==> config.mk <==
export PLATFORM = sky130hd
export DESIGN_NAME = decode_scoreboard_flat
export DESIGN_NICKNAME = d
export VERILOG_FILES = /design/src/rtl/decode_scoreboard_pkg.sv /design/src/rtl/decode_scoreboard_if.sv /design/src/rtl/decode_scoreboard_entry.sv /design/src/rtl/decode_scoreboard.sv /design/src/flat_wrapper.sv
export SDC_FILE = /design/constraint.sdc
export NUM_CORES = 1
export LEC_CHECK = 0
export BUFFER_PORTS_ARGS = -buffer_cell sky130_fd_sc_hd__buf_4
export CAP_MARGIN = 20
export CELL_PAD_IN_SITES_DETAIL_PLACEMENT = 0
export CELL_PAD_IN_SITES_GLOBAL_PLACEMENT = 2
export CORE_MARGIN = 2
export CORE_UTILIZATION = 38
export DETAILED_ROUTE_END_ITERATION = 7
export PLACE_DENSITY_LB_ADDON = 0.1
export SYNTH_ARGS = -nofsm -noshare
export SYNTH_HDL_FRONTEND = slang
export SYNTH_SLANG_ARGS = --single-unit
==> constraint.sdc <==
create_clock -name clk -period 12.58 [get_ports clk]
set_input_delay 2.516 -clock clk [delete_from_list [all_inputs] [get_ports clk]]
set_output_delay 2.516 -clock clk [all_outputs]
set_load 0.01 [all_outputs]
==> src/rtl/decode_scoreboard_pkg.sv <==
// Shared constants for the decode scoreboard: operand-select encodings and
// default parameter values.
package decode_pkg;

  localparam int NUM_REGS_DEF  = 32;
  localparam int NUM_FILES_DEF = 2;
  localparam int MAX_LAT_DEF   = 7;
  localparam int FWD_EN_DEF    = 1;

  // Operand source select; 2'b10 and 2'b11 are reserved and never driven.
  localparam logic [1:0] SEL_REG = 2'b00;
  localparam logic [1:0] SEL_BYP = 2'b01;

  // Register-file select width, never narrower than one bit.
  function automatic int fsel_width(input int num_files);
    return (num_files <= 2) ? 1 : $clog2(num_files);
  endfunction

endpackage

==> src/rtl/decode_scoreboard_if.sv <==
// Decode-stage <-> scoreboard bundle.
// Handshake: decode raises issue_valid with a stable instruction; the
// scoreboard answers with stall (the inverse of ready). The instruction
// leaves decode (issue_fire) in any cycle where issue_valid=1, stall=0 and
// flush=0; otherwise decode holds the same instruction and the PC.
interface decode_scoreboard_if #(
  parameter int ADDR_W = 5,
  parameter int FSEL_W = 1,
  parameter int CNT_W  = 3,
  parameter int PCNT_W = 7
);
  logic              issue_valid;
  logic [ADDR_W-1:0] rs_addr;
  logic [ADDR_W-1:0] rt_addr;
  logic [FSEL_W-1:0] rs_file;
  logic [FSEL_W-1:0] rt_file;
  logic              rs_used;
  logic              rt_used;
  logic [ADDR_W-1:0] rd_addr;
  logic [FSEL_W-1:0] rd_file;
  logic              rd_wr;
  logic [CNT_W-1:0]  rd_lat;
  logic              flush;
  logic              stall;
  logic              issue_fire;
  logic [1:0]        op_a_sel;
  logic [1:0]        op_b_sel;
  logic [PCNT_W-1:0] pending_cnt;

  modport master (
    output issue_valid, rs_addr, rt_addr, rs_file, rt_file, rs_used, rt_used,
    output rd_addr, rd_file, rd_wr, rd_lat, flush,
    input  stall, issue_fire, op_a_sel, op_b_sel, pending_cnt
  );

  modport slave (
    input  issue_valid, rs_addr, rt_addr, rs_file, rt_file, rs_used, rt_used,
    input  rd_addr, rd_file, rd_wr, rd_lat, flush,
    output stall, issue_fire, op_a_sel, op_b_sel, pending_cnt
  );
endinterface

==> src/rtl/decode_scoreboard_entry.sv <==
// One scoreboard entry: a cycles-to-writeback counter that reloads on issue
// and otherwise counts down to zero. Also reports whether it will be nonzero
// after the coming edge so the top can keep a registered occupancy count.
module sb_entry #(
  parameter int CNT_W = 3
) (
  input  logic             clk,
  input  logic             reset,
  input  logic             load_i,
  input  logic [CNT_W-1:0] load_val_i,
  output logic [CNT_W-1:0] cnt_o,
  output logic             nz_next_o
);

  logic [CNT_W-1:0] cnt_q;
  logic [CNT_W-1:0] cnt_d;

  // Reload wins over the decrement; an idle counter rests at zero.
  always_comb begin
    cnt_d = cnt_q;
    if (load_i) begin
      cnt_d = load_val_i;
    end else if (cnt_q != '0) begin
      cnt_d = cnt_q - CNT_W'(1);
    end
  end

  // Counter register, cleared without draining on reset.
  always_ff @(posedge clk) begin
    if (reset) begin
      cnt_q <= '0;
    end else begin
      cnt_q <= cnt_d;
    end
  end

  assign cnt_o     = cnt_q;
  assign nz_next_o = (cnt_d != '0);

endmodule

==> src/rtl/decode_scoreboard.sv <==
// Decode-stage scoreboard: tracks cycles-to-result for every register of
// every register file, stalls decode on RAW/WAW hazards and selects the
// final-stage bypass for results that land next cycle.
module decode_scoreboard
  import decode_pkg::*;
#(
  parameter int NUM_REGS  = NUM_REGS_DEF,
  parameter int NUM_FILES = NUM_FILES_DEF,
  parameter int MAX_LAT   = MAX_LAT_DEF,
  parameter int FWD_EN    = FWD_EN_DEF
) (
  input  logic                clk,
  input  logic                reset,
  decode_scoreboard_if.slave  sb_if
);

  localparam int ADDR_W  = $clog2(NUM_REGS);
  localparam int FSEL_W  = fsel_width(NUM_FILES);
  localparam int CNT_W   = $clog2(MAX_LAT + 1);
  localparam int NUM_ENT = NUM_FILES * NUM_REGS;
  localparam int IDX_W   = (NUM_ENT <= 2) ? 1 : $clog2(NUM_ENT);
  localparam int PCNT_W  = $clog2(NUM_ENT + 1);

  logic [CNT_W-1:0]   cnt [NUM_ENT];
  logic [NUM_ENT-1:0] nz_next;
  logic [CNT_W-1:0]   lat_sat;
  logic [CNT_W-1:0]   rs_cnt, rt_cnt, rd_cnt;
  logic               haz_a, haz_b, haz_waw;
  logic               stall, fire, track_rd;
  logic [1:0]         sel_a, sel_b;
  logic [PCNT_W-1:0]  pend_d, pend_q;

  // Counter of one (file, addr) entry; out-of-range selects read as idle.
  function automatic logic [CNT_W-1:0] cnt_at(
    input logic [CNT_W-1:0]  arr [NUM_ENT],
    input logic [FSEL_W-1:0] f,
    input logic [ADDR_W-1:0] a
  );
    int i;
    i = int'(f) * NUM_REGS + int'(a);
    cnt_at = '0;
    if (int'(f) < NUM_FILES && int'(a) < NUM_REGS) begin
      cnt_at = arr[IDX_W'(i)];
    end
  endfunction

  // Hazard detection, operand selection and issue decision.
  always_comb begin
    lat_sat = sb_if.rd_lat;
    if (int'(sb_if.rd_lat) > MAX_LAT) begin
      lat_sat = CNT_W'(MAX_LAT);
    end
    // Sources and destination all see the counters before this issue.
    rs_cnt = cnt_at(cnt, sb_if.rs_file, sb_if.rs_addr);
    rt_cnt = cnt_at(cnt, sb_if.rt_file, sb_if.rt_addr);
    rd_cnt = cnt_at(cnt, sb_if.rd_file, sb_if.rd_addr);

    haz_a = sb_if.rs_used &&
            ((rs_cnt > CNT_W'(1)) || (rs_cnt == CNT_W'(1) && FWD_EN == 0));
    haz_b = sb_if.rt_used &&
            ((rt_cnt > CNT_W'(1)) || (rt_cnt == CNT_W'(1) && FWD_EN == 0));
    // Younger writer must not land before an older one to the same register.
    haz_waw = sb_if.rd_wr && (rd_cnt > lat_sat);

    sel_a = SEL_REG;
    if (sb_if.rs_used && rs_cnt == CNT_W'(1) && FWD_EN != 0) begin
      sel_a = SEL_BYP;
    end
    sel_b = SEL_REG;
    if (sb_if.rt_used && rt_cnt == CNT_W'(1) && FWD_EN != 0) begin
      sel_b = SEL_BYP;
    end

    stall    = sb_if.issue_valid && (haz_a || haz_b || haz_waw);
    fire     = sb_if.issue_valid && !stall && !sb_if.flush;
    track_rd = fire && sb_if.rd_wr && (lat_sat != '0);
  end

  // Entry array; GPR r0 is hardwired to zero and never tracked.
  for (genvar f = 0; f < NUM_FILES; f++) begin : g_file
    for (genvar r = 0; r < NUM_REGS; r++) begin : g_reg
      localparam int E = f * NUM_REGS + r;
      if (f == 0 && r == 0) begin : g_tie
        assign cnt[E]     = '0;
        assign nz_next[E] = 1'b0;
      end else begin : g_ent
        logic load_e;
        assign load_e = track_rd &&
                        (sb_if.rd_file == FSEL_W'(f)) &&
                        (sb_if.rd_addr == ADDR_W'(r));
        sb_entry #(.CNT_W(CNT_W)) u_ent (
          .clk        (clk),
          .reset      (reset),
          .load_i     (load_e),
          .load_val_i (lat_sat),
          .cnt_o      (cnt[E]),
          .nz_next_o  (nz_next[E])
        );
      end
    end
  end

  // Occupancy after the coming edge.
  always_comb begin
    pend_d = '0;
    for (int i = 0; i < NUM_ENT; i++) begin
      pend_d = pend_d + PCNT_W'(nz_next[i]);
    end
  end

  // Registered occupancy count, cleared on reset.
  always_ff @(posedge clk) begin
    if (reset) begin
      pend_q <= '0;
    end else begin
      pend_q <= pend_d;
    end
  end

  assign sb_if.stall       = stall;
  assign sb_if.issue_fire  = fire;
  assign sb_if.op_a_sel    = sel_a;
  assign sb_if.op_b_sel    = sel_b;
  assign sb_if.pending_cnt = pend_q;

endmodule

==> src/flat_wrapper.sv <==
// flat-port wrapper written by rule: the top's interface ports become plain ports
module decode_scoreboard_flat import decode_pkg::*;
#(
  parameter int NUM_REGS  = NUM_REGS_DEF,
  parameter int NUM_FILES = NUM_FILES_DEF,
  parameter int MAX_LAT   = MAX_LAT_DEF,
  parameter int FWD_EN    = FWD_EN_DEF
)
  (clk, reset, sb_if_issue_valid, sb_if_rs_addr, sb_if_rt_addr, sb_if_rs_file, sb_if_rt_file, sb_if_rs_used, sb_if_rt_used, sb_if_rd_addr, sb_if_rd_file, sb_if_rd_wr, sb_if_rd_lat, sb_if_flush, sb_if_stall, sb_if_issue_fire, sb_if_op_a_sel, sb_if_op_b_sel, sb_if_pending_cnt);
  decode_scoreboard_if #(.ADDR_W(5), .FSEL_W(1), .CNT_W(3), .PCNT_W(7)) sb_if_i ();
  input  logic clk;
  input  logic reset;
  input wire logic [$bits(sb_if_i.issue_valid)-1:0] sb_if_issue_valid;
  input wire logic [$bits(sb_if_i.rs_addr)-1:0] sb_if_rs_addr;
  input wire logic [$bits(sb_if_i.rt_addr)-1:0] sb_if_rt_addr;
  input wire logic [$bits(sb_if_i.rs_file)-1:0] sb_if_rs_file;
  input wire logic [$bits(sb_if_i.rt_file)-1:0] sb_if_rt_file;
  input wire logic [$bits(sb_if_i.rs_used)-1:0] sb_if_rs_used;
  input wire logic [$bits(sb_if_i.rt_used)-1:0] sb_if_rt_used;
  input wire logic [$bits(sb_if_i.rd_addr)-1:0] sb_if_rd_addr;
  input wire logic [$bits(sb_if_i.rd_file)-1:0] sb_if_rd_file;
  input wire logic [$bits(sb_if_i.rd_wr)-1:0] sb_if_rd_wr;
  input wire logic [$bits(sb_if_i.rd_lat)-1:0] sb_if_rd_lat;
  input wire logic [$bits(sb_if_i.flush)-1:0] sb_if_flush;
  output wire logic [$bits(sb_if_i.stall)-1:0] sb_if_stall;
  output wire logic [$bits(sb_if_i.issue_fire)-1:0] sb_if_issue_fire;
  output wire logic [$bits(sb_if_i.op_a_sel)-1:0] sb_if_op_a_sel;
  output wire logic [$bits(sb_if_i.op_b_sel)-1:0] sb_if_op_b_sel;
  output wire logic [$bits(sb_if_i.pending_cnt)-1:0] sb_if_pending_cnt;
  assign sb_if_i.issue_valid = sb_if_issue_valid;
  assign sb_if_i.rs_addr = sb_if_rs_addr;
  assign sb_if_i.rt_addr = sb_if_rt_addr;
  assign sb_if_i.rs_file = sb_if_rs_file;
  assign sb_if_i.rt_file = sb_if_rt_file;
  assign sb_if_i.rs_used = sb_if_rs_used;
  assign sb_if_i.rt_used = sb_if_rt_used;
  assign sb_if_i.rd_addr = sb_if_rd_addr;
  assign sb_if_i.rd_file = sb_if_rd_file;
  assign sb_if_i.rd_wr = sb_if_rd_wr;
  assign sb_if_i.rd_lat = sb_if_rd_lat;
  assign sb_if_i.flush = sb_if_flush;
  assign sb_if_stall = sb_if_i.stall;
  assign sb_if_issue_fire = sb_if_i.issue_fire;
  assign sb_if_op_a_sel = sb_if_i.op_a_sel;
  assign sb_if_op_b_sel = sb_if_i.op_b_sel;
  assign sb_if_pending_cnt = sb_if_i.pending_cnt;
  decode_scoreboard #(.NUM_REGS(NUM_REGS), .NUM_FILES(NUM_FILES), .MAX_LAT(MAX_LAT), .FWD_EN(FWD_EN)) u_core (.clk(clk), .reset(reset), .sb_if(sb_if_i));
endmodule
==> results by group, run 1 <==
Worst hold path
  • Min-Delay Path Class: flop to flop
  • Worst hold endpoint: u_core.g_file[0].g_reg[8].g_ent.u_ent.cnt_o[0]
  • Hold depth: 2
  • Hold wc startpoint: u_core.g_file[0].g_reg[8].g_ent.u_ent.cnt_o[0]

GRT
  • Largest net degree at the start of global routing: ~110
  • Aggregate global-route resource usage: between 20% and 30%
  • GR Util met3: 4.53%
  • M2 GR Usage: a little over two fifths
  • GR Util met1: 35.4%
  • Antenna violations before repair: 4
  • Global route hottest layer: met2
  • Gr ovfl total: 0
  • Vias in the first global route: approximately 16000
  • First-pass GRT wire length: 106000 um

Detailed routing
  • Number of DRC markers in iteration 0: roughly 1200
  • Remaining antenna violation count: 0
  • Avg WL per Cell: ~24 um
  • DRC viols: 0
  • Vias/cell: 5.55
  • Vias: ~16000
  • Drt total wl: 71500 um
  • Drt pass-1 iters: 7

Setup path
  • Reg2reg end: u_core.sb_if.pending_cnt[5]
  • Top cell by count, worst path: fa_1
  • FF-to-FF setup slack: ~2500 ps
  • Critical Path Sink Type: flop
  • Critical path startpoint category: input port
  • Critical path class: input port to flop
  • Worst reg2reg path depth: 30
  • Kind of cell adding the most delay to the critical path: adder cells
  • Required time of the critical path: ~13000 ps
  • Worst path bufs/invs: 6
  • Crit-path max cell delay: 700 ps
  • Worst-path maximum fanout: 22
  • Crit path DAT: 12450 ps
  • RR Startpoint: u_core.g_file[0].g_reg[13].g_ent.u_ent.cnt_o[1]
  • CP max-delay cell: or3b_2

Layout
  • Layout cell share with drive strength beyond 1: between 15 and 20%
  • Antenna Cells: 0
  • Layout Cells excl Fill: just under 3000
  • Area of the multi-input gates: around 14000 um2
  • FF/Latch Area: ~3900 um2
  • Layout filler cell count: around 5200
  • Number of nets in the layout: 2525
  • Area delta synth->final: 8.59%

STA
  • Setup slack after layout: slightly above 500 ps
  • Period utilization: between 90 and 100%
  • Sum Neg Setup Slack: 0 ps
  • Final Hold Fails: 0
  • Maximum operating frequency: approximately 83 MHz
  • Least-Margin Pin Slew: about 1100 ps
  • Endpoints failing setup: 0
  • Hold_ws: around 680 ps
  • Unrepaired setup endpoints after global routing: no
  • Setup Skew: between 15 and 20 ps
  • Rel. slew slack: roughly a quarter
  • Tmin final: 12080 ps
  • Slew Limit Fails: 0

Yosys
  • Area share of the largest cell type after synthesis: 19.3%
  • Mapped Avg Cell Area: ~9 um2
  • Top cells by count, synth: inv_1, ha_1, dfxtp_1, nor2_1, mux4_2
  • Mapped Cells: between 2000 and 2500
  • YS warnings: 0
  • Post-synthesis cell area: between 20000 and 25000 um2
  • Synth async-reset ratio: 0%
  • Cell accounting for the most synthesized area: dfxtp_1
  • Post-synth EDFFs: 0
  • Post-synthesis sequential area ratio: 19.3%
  • Top-count cell post-synth: inv_1
  • Dominant cells by area after synthesis: dfxtp_1, ha_1, mux4_2, inv_1, fa_1
  • Main synth FF type: dfxtp_1
  • Unique masters post-synth: 68
  • Synthesized flop and latch total: about 200

Place
  • Detail Placement HPWL: 55100 um
  • Port-buffer cells: 38
  • Pre-CTS WS: 30.2 ps
  • GP Congestion: ~0.88
  • Placed insts: between 2000 and 3000

Clock network
  • Clock sinks: 196
  • CTS Buf Count: 17
  • CTS tree: built
  • Clock Path Buffers: 2
  • CTS clk-pin slew, worst paths: around 80 ps
  • # hold bufs at CTS: 0
  • Root Buffer: clkbuf_16
  • Clk_lat worst skew: approximately 520 ps
  • Setup Buffers After CTS: 0
  • Post-CTS sizing: 0
  • Htree depth: 4

Floorplanning
  • Cell Rows: 84
  • Initial Util: about two fifths
  • IO Pins: 41
  • Core box area: between 50000 and 60000 um2
  • DIE AREA: ~55000 um2
  • Die Wd: 235 um
  • Die Height: 235 um

Outcome
  • Run status: finished clean

Job
  • Max-capacitance violation count: 0
[layout by cell type (no fill, tap or decap), types with 85 or more instances in the layout]
| master | Yosys | routed |
|---|---|---|
| nand2_1 | 92 | 92 |
| dfxtp_1 | 196 | 196 |
| nor3_1 | 102 | 102 |
| mux4_2 | 108 | 108 |
| nand2b_1 | 86 | 85 |
| nor2_1 | 188 | 187 |
| o21ai_0 | 87 | 87 |
| buf_4 | 7 | 109 |
| ha_1 | 209 | 209 |
| inv_1 | 361 | 361 |
[through the flow]
| step | utilization, % | cell area (um2) |
|---|---|---|
| 2_1_floorplan | - | 20300 |
| 3_3_place_gp | 40.7 | 21500 |
| 3_5_place_dp | 40.7 | 21500 |
| 4_1_cts | 41.8 | 22100 |
| 5_1_grt | 41.9 | 22100 |
| 6_report | 41.9 | 22100 |
[cell families after synthesis]
| family | synth area share, % |
|---|---|
| AO/OA/AOI/OAI | 6.74 |
| other | 0.0184 |
| AND/OR/NAND/NOR | 20.6 |
| adder cells (fa/ha/maj) | 18.1 |
| buffers and inverters | 9.88 |
| flip-flops | 19.3 |
| multiplexers | 22.6 |
| XOR/XNOR | 2.84 |
[per-layer routing]
layer / vias to the layer above / routed length (um)
li1: 7548 / -
met1: 8153 / 32500
met2: 510 / 33400
met4: 2 / 1540
met5: - / 8
met3: 75 / 4120
[state kept, by name, summed over array words and instances, names as in the netlist]
signal / flops
u_core.sb_if.pending_cnt: 7
u_core.g_file.g.g_ent.u_ent.cnt_o: 189
[final cells by class]
cell class	instances	area share, %
multi-input combinational	1543	65.3
timing repair buffer	116	4.30
tap	688	3.90
sequential	196	17.8
clock buffer	17	1.93
inverter	361	6.13
clock inverter	15	0.657
[how the worst max path moves through the flow]
stage	start	endpoint	slack, ps	depth (start not counted)
floorplan	sb_if_rd_addr[0]	u_core.sb_if.pending_cnt[5]	140	33
global placement	sb_if_rd_addr[0]	u_core.sb_if.pending_cnt[5]	80	32
detailed placement	sb_if_rd_addr[0]	u_core.sb_if.pending_cnt[6]	30	35
CTS	sb_if_rd_addr[0]	u_core.sb_if.pending_cnt[6]	560	35
global route	sb_if_rd_addr[0]	u_core.sb_if.pending_cnt[6]	110	35
finish	sb_if_rd_addr[0]	u_core.sb_if.pending_cnt[5]	500	32
[worst reg2reg max path, delay by kind of cell, from the launching register on]
kind                     cells  cell delay [ps]
XOR/XNOR                     1              140
AND/OR/NAND/NOR              6             1540
buffers and inverters        4              600
multiplexers                 3             1530
flip-flops                   1              390
adder cells (fa/ha/maj)     10             4780
AO/OA/AOI/OAI                6              940
Power of run 1 is left out: the tool's default activity adds up to more than one toggle a clock period on the data nets, which glitch-free logic cannot reach.
==> run 2, diff against run 1 <==
Clock period 12.58 ns to 9.7 ns, I/O delays scaled along.
==> run 2 against run 1 <==
Compared with the run above:
- worst hold slack improved by 24 ps
- the flow now finishes with violations (setup timing)
- core utilization grew 4.5 points
- critical path depth rose by 2
- flip-flop and latch count unchanged
- wire length up 3.0%
- first-iteration DRC count is 17% higher
- register-to-register slack got worse by 2100 ps
- die area is the same
- critical path type unchanged
- critical endpoint unchanged
- setup slack got worse by 1500 ps
==> results by group, run 2 (same netlist as run 1, synthesis figures left out) <==
Outcome
  • Run status: complete, but fails checks
  • Failing checks: setup timing

Layout
  • Most frequent cells in the layout: inv_1, buf_4, ha_1
  • Layout cell share with drive strength beyond 1: a little over a quarter
  • Layout Cells excl Fill: 3154
  • Final core utilization: 46.3%
  • Area delta synth->final: 20.2%
  • Largest register FFs: approximately 190
  • Number of nets in the layout: between 2000 and 3000
  • Layout filler cell count: between 5000 and 6000
  • Most common cell after layout, fill and taps aside: inv_1

STA
  • Setup slack after layout: -999 ps
  • Rel. slew slack: 34.2%
  • Unrepaired setup endpoints after global routing: yes
  • Maximum operating frequency: between 90 and 100 MHz
  • Tmin final: 10700 ps
  • Period utilization: 110%
  • Endpoints failing setup: 7
  • Final Hold Fails: 0
  • Slew Limit Fails: 0
  • Setup Skew: approximately 14 ps
  • Sum Neg Setup Slack: -5480 ps
  • Least-Margin Pin Slew: 985 ps

GRT
  • Gr ovfl total: 0
  • First-pass GRT wire length: 111000 um
  • Largest net degree at the start of global routing: between 70 and 80
  • Vias in the first global route: ~17000
  • Antenna violations before repair: 6
  • Aggregate global-route resource usage: a little over a quarter

Detailed routing
  • Vias/cell: ~5.4
  • Number of DRC markers in iteration 0: between 1000 and 1500
  • Remaining antenna violation count: 0
  • DRC viols: 0
  • Avg WL per Cell: approximately 23 um
  • Drt total wl: 73700 um
  • Drt pass-1 iters: 8
  • Vias: ~17000

Setup path
  • Critical path startpoint category: input port
  • Critical Path End: u_core.sb_if.pending_cnt[5]
  • Critical path class: input port to flop
  • CP max-delay cell: fa_2
  • Critical Path Sink Type: flop
  • Required time of the critical path: 10070 ps
  • Crit path DAT: 11070 ps
  • Reg2reg end: u_core.sb_if.pending_cnt[5]
  • Worst reg2reg path depth: 31
  • Worst-path maximum fanout: 7
  • Crit-path max cell delay: roughly 600 ps
  • FF-to-FF setup slack: ~380 ps
  • Critical Path Source: sb_if_rd_addr[0]
  • RR Startpoint: u_core.g_file[1].g_reg[18].g_ent.u_ent.cnt_o[1]

Place
  • Placed insts: around 3100
  • Detail Placement HPWL: a little under 60000 um
  • Pre-CTS WS: -1620 ps
  • GP Congestion: roughly 0.93
  • Port-buffer cells: 38

Floorplanning
  • IO Pins: 41
  • Core box area: 52800 um2
  • Initial Util: 38.6%
  • Die Height: around 240 um
  • Die Wd: about 240 um
  • Cell Rows: 84
  • DIE AREA: ~55000 um2

Clock network
  • CTS clk-pin slew, worst paths: about 80 ps
  • Clock Path Buffers: 2
  • CTS tree: built
  • CTS Buf Count: 17
  • Root Buffer: clkbuf_16
  • Clock sinks: 196
  • Htree depth: 4
  • # hold bufs at CTS: 0
  • Clk_lat worst skew: a little over 500 ps

Job
  • Max-capacitance violation count: 0

Worst hold path
  • Min-Delay Path Class: flop to flop
==> run 2: cell count changes in the layout (fill, tap and decap cells not counted), sizes merged <==
cell / previous run / this run
bufinv: 1 / 2
clkinv: 5 / 1
diode: 0 / 1
clkbuf: 17 / 23
inv: 368 / 364
clkinvlp: 2 / 4
buf: 116 / 332
==> run 2: layer usage <==
| metal | global-route usage (%) | share of wire, % | up-vias |
|---|---|---|---|
| met4 | 7.20 | 2.3 | 10 |
| met2 | 44.2 | 46 | 520 |
| met5 | 0 | 0.11 | - |
| li1 | - | - | 7989 |
| met1 | 36.1 | 45 | 8537 |
| met3 | 5.58 | 6.2 | 123 |
==> run 2: layout make-up <==
type                       count  area (um2)  area share, %
sequential                   196        3920           16.1
multi-input combinational   1543       14800           60.7
antenna                        1        2.50         0.0102
clock buffer                  22         474           1.94
tap                          688         861           3.52
inverter                     361        1360           5.54
timing repair buffer         333        2870           11.8
clock inverter                10         121          0.497
==> run 2: critical path: cells and delay by family <==
| kind | cells | cell delay [ps] |
|---|---|---|
| buffers and inverters | 8 | 930 |
| XOR/XNOR | 1 | 130 |
| multiplexers | 3 | 1600 |
| adder cells (fa/ha/maj) | 10 | 4570 |
| AND/OR/NAND/NOR | 7 | 1170 |
| AO/OA/AOI/OAI | 5 | 720 |
==> run 2: worst min path at each step <==
stage,from,slack (ps),end,cells after the start
final,u_core.g_file[1].g_reg[22].g_ent.u_ent.cnt_o[1],700,u_core.g_file[1].g_reg[22].g_ent.u_ent.cnt_o[1],3
after global routing,u_core.g_file[1].g_reg[22].g_ent.u_ent.cnt_o[1],750,u_core.g_file[1].g_reg[22].g_ent.u_ent.cnt_o[1],3
after CTS,u_core.g_file[1].g_reg[22].g_ent.u_ent.cnt_o[1],710,u_core.g_file[1].g_reg[22].g_ent.u_ent.cnt_o[1],3
after detailed placement,u_core.g_file[1].g_reg[22].g_ent.u_ent.cnt_o[1],690,u_core.g_file[1].g_reg[22].g_ent.u_ent.cnt_o[1],3
after global placement,u_core.g_file[1].g_reg[22].g_ent.u_ent.cnt_o[1],660,u_core.g_file[1].g_reg[22].g_ent.u_ent.cnt_o[1],3
after floorplan,u_core.g_file[0].g_reg[8].g_ent.u_ent.cnt_o[0],600,u_core.g_file[0].g_reg[8].g_ent.u_ent.cnt_o[0],2
==> run 2: timing repair <==
action / 4_1_cts / 5_1_grt
gates cloned: 1 / 1
setup buffers: 15 / 6
pin swaps: 15 / 57
setup endpoints to repair: 7 / 7
gates resized for setup: 33 / 29
==> run 2: per-stage QoR <==
step,cell area [um2],hold WS [ps]
finish,24400,701
global route,24400,747
floorplan,20700,603
detailed placement,23400,691
global placement,23400,656
CTS,24300,710
Power of run 2 is left out for the same reason.
==> run 3, diff against run 2 <==
Settings changed: RECOVER_POWER from default to 50.
Clock period 9.7 ns to 12.4 ns, I/O delays scaled along.
==> run 3 against run 2 <==
Compared with the run above:
- die area unchanged
- flip-flop and latch count unchanged
- cell area fell by 10%
- count of clock-buffer cells in the layout unchanged
- the run now ends clean
- final cell count shrank 6.9%
- sequential share of layout area rose by 1.9 points
- global-route usage is 0.94 points lower
- wire length down 3.3%
- largest cell class unchanged
- critical path type unchanged
- highest routed layer is now met4
==> results by group, run 3 (same netlist as run 1, synthesis figures left out) <==
GRT
  • Aggregate global-route resource usage: a little over a quarter
  • First-pass GRT wire length: approximately 110000 um
  • GR Util met3: around 4.4%
  • M2 GR Usage: a little over two fifths
  • Largest net degree at the start of global routing: 79
  • Vias in the first global route: roughly 16000
  • Antenna violations before repair: 0
  • Global route hottest layer: met2
  • Gr ovfl total: 0
  • GR Util met1: 36.0%

Setup path
  • Crit path DAT: roughly 12000 ps
  • CP max-delay cell: fa_1
  • Critical path startpoint category: input port
  • Top cell by count, worst path: fa_1
  • Required time of the critical path: ~13000 ps
  • Critical Path Sink Type: flop
  • Critical path class: input port to flop
  • Worst-path maximum fanout: 39
  • Crit-path max cell delay: 640 ps

STA
  • Setup Skew: 14.5 ps
  • Sum Neg Setup Slack: 0 ps
  • Tmin final: 11970 ps
  • Least-Margin Pin Slew: around 1000 ps
  • Maximum operating frequency: around 84 MHz
  • Setup slack after layout: approximately 430 ps
  • Period utilization: around 97%
  • Rel. slew slack: between 30% and 40%
  • Unrepaired setup endpoints after global routing: no
  • Endpoints failing setup: 0
  • Final Hold Fails: 0
  • Slew Limit Fails: 0

Layout
  • Layout cell share with drive strength beyond 1: 15.1%
  • Area delta synth->final: 7.65%
  • Largest register FFs: about 190
  • Number of nets in the layout: ~2500
  • FF/Latch Area: about 3900 um2
  • Most frequent cells in the layout: inv_1, ha_1, dfxtp_1
  • Antenna Cells: 0
  • Most common cell after layout, fill and taps aside: inv_1
  • Area of the multi-input gates: around 14000 um2
  • Final core utilization: between 40% and 50%
  • Layout filler cell count: approximately 5300

Place
  • GP Congestion: roughly 0.9
  • Port-buffer cells: 38
  • Pre-CTS WS: 18.6 ps
  • Detail Placement HPWL: roughly 55000 um

Outcome
  • Run status: finished clean

Floorplanning
  • Initial Util: around two fifths
  • Die Wd: around 240 um
  • DIE AREA: ~55000 um2
  • Cell Rows: 84
  • Die Height: around 240 um
  • Core box area: approximately 53000 um2
  • IO Pins: roughly 40

Clock network
  • CTS clk-pin slew, worst paths: 70 ps
  • Post-CTS sizing: 0
  • CTS Buf Count: 17
  • # hold bufs at CTS: 0
  • Htree depth: 4
  • CTS tree: built
  • Clk_lat worst skew: around 520 ps
  • Clock sinks: approximately 200
  • Root Buffer: clkbuf_16
  • Setup Buffers After CTS: 0
  • Clock Path Buffers: 2

Detailed routing
  • Avg WL per Cell: around 24 um
  • DRC viols: 0
  • Remaining antenna violation count: 0
  • Vias/cell: 5.56
  • Vias: roughly 16000
  • Drt pass-1 iters: 5
  • Number of DRC markers in iteration 0: ~1000
  • Drt total wl: slightly above 70000 um

Job
  • Max-capacitance violation count: 0

Worst hold path
  • Min-Delay Path Class: flop to flop
run 3: final timing paths:
path / endpoint / from / cells past startpoint / slack [ps]
hold / removal: u_core.g_file[0].g_reg[8].g_ent.u_ent.cnt_o[0] / u_core.g_file[0].g_reg[8].g_ent.u_ent.cnt_o[0] / 2 / 710
setup reg to reg: u_core.sb_if.pending_cnt[5] / u_core.g_file[1].g_reg[18].g_ent.u_ent.cnt_o[1] / 31 / 2450
hold reg to reg: u_core.g_file[0].g_reg[8].g_ent.u_ent.cnt_o[0] / u_core.g_file[0].g_reg[8].g_ent.u_ent.cnt_o[0] / 2 / 710
setup / recovery: u_core.sb_if.pending_cnt[5] / sb_if_rd_addr[1] / 33 / 430
run 3: stage by stage:
step | hold WS [ps] | cells | area (um2)
after global placement | 677 | 2903 | 21500
after floorplan | 603 | 2216 | 20300
after global routing | 741 | 2935 | 21900
after detailed placement | 690 | 2903 | 21500
final | 706 | 2935 | 21900
after CTS | 701 | 2935 | 22100
run 3: worst max-delay path, delay by kind of cell:
family	cells	cell delay [ps]
AOI/OAI and AO/OA	5	730
adders and majority gates	10	4820
buffers and inverters	7	1530
xor gates and xnor gates	1	130
muxes	3	1350
and+or+nand+nor	7	1230
run 3: layout make-up:
| class | count | share of cell area [%] |
|---|---|---|
| well taps | 688 | 3.93 |
| clock buffers | 22 | 2.12 |
| flip-flops and latches | 196 | 17.9 |
| repair buffers | 115 | 3.85 |
| multi-input cells | 1543 | 65.6 |
| clock inverters | 10 | 0.349 |
| inverters | 361 | 6.19 |
run 3: per-layer routing:
metal | wire, um | part of all wire [%]
met1 | 32600 | 46
met2 | 32500 | 46
met3 | 4320 | 6.1
met4 | 1860 | 2.6
met5 | 0 | 0
Power of run 3 is left out for the same reason.
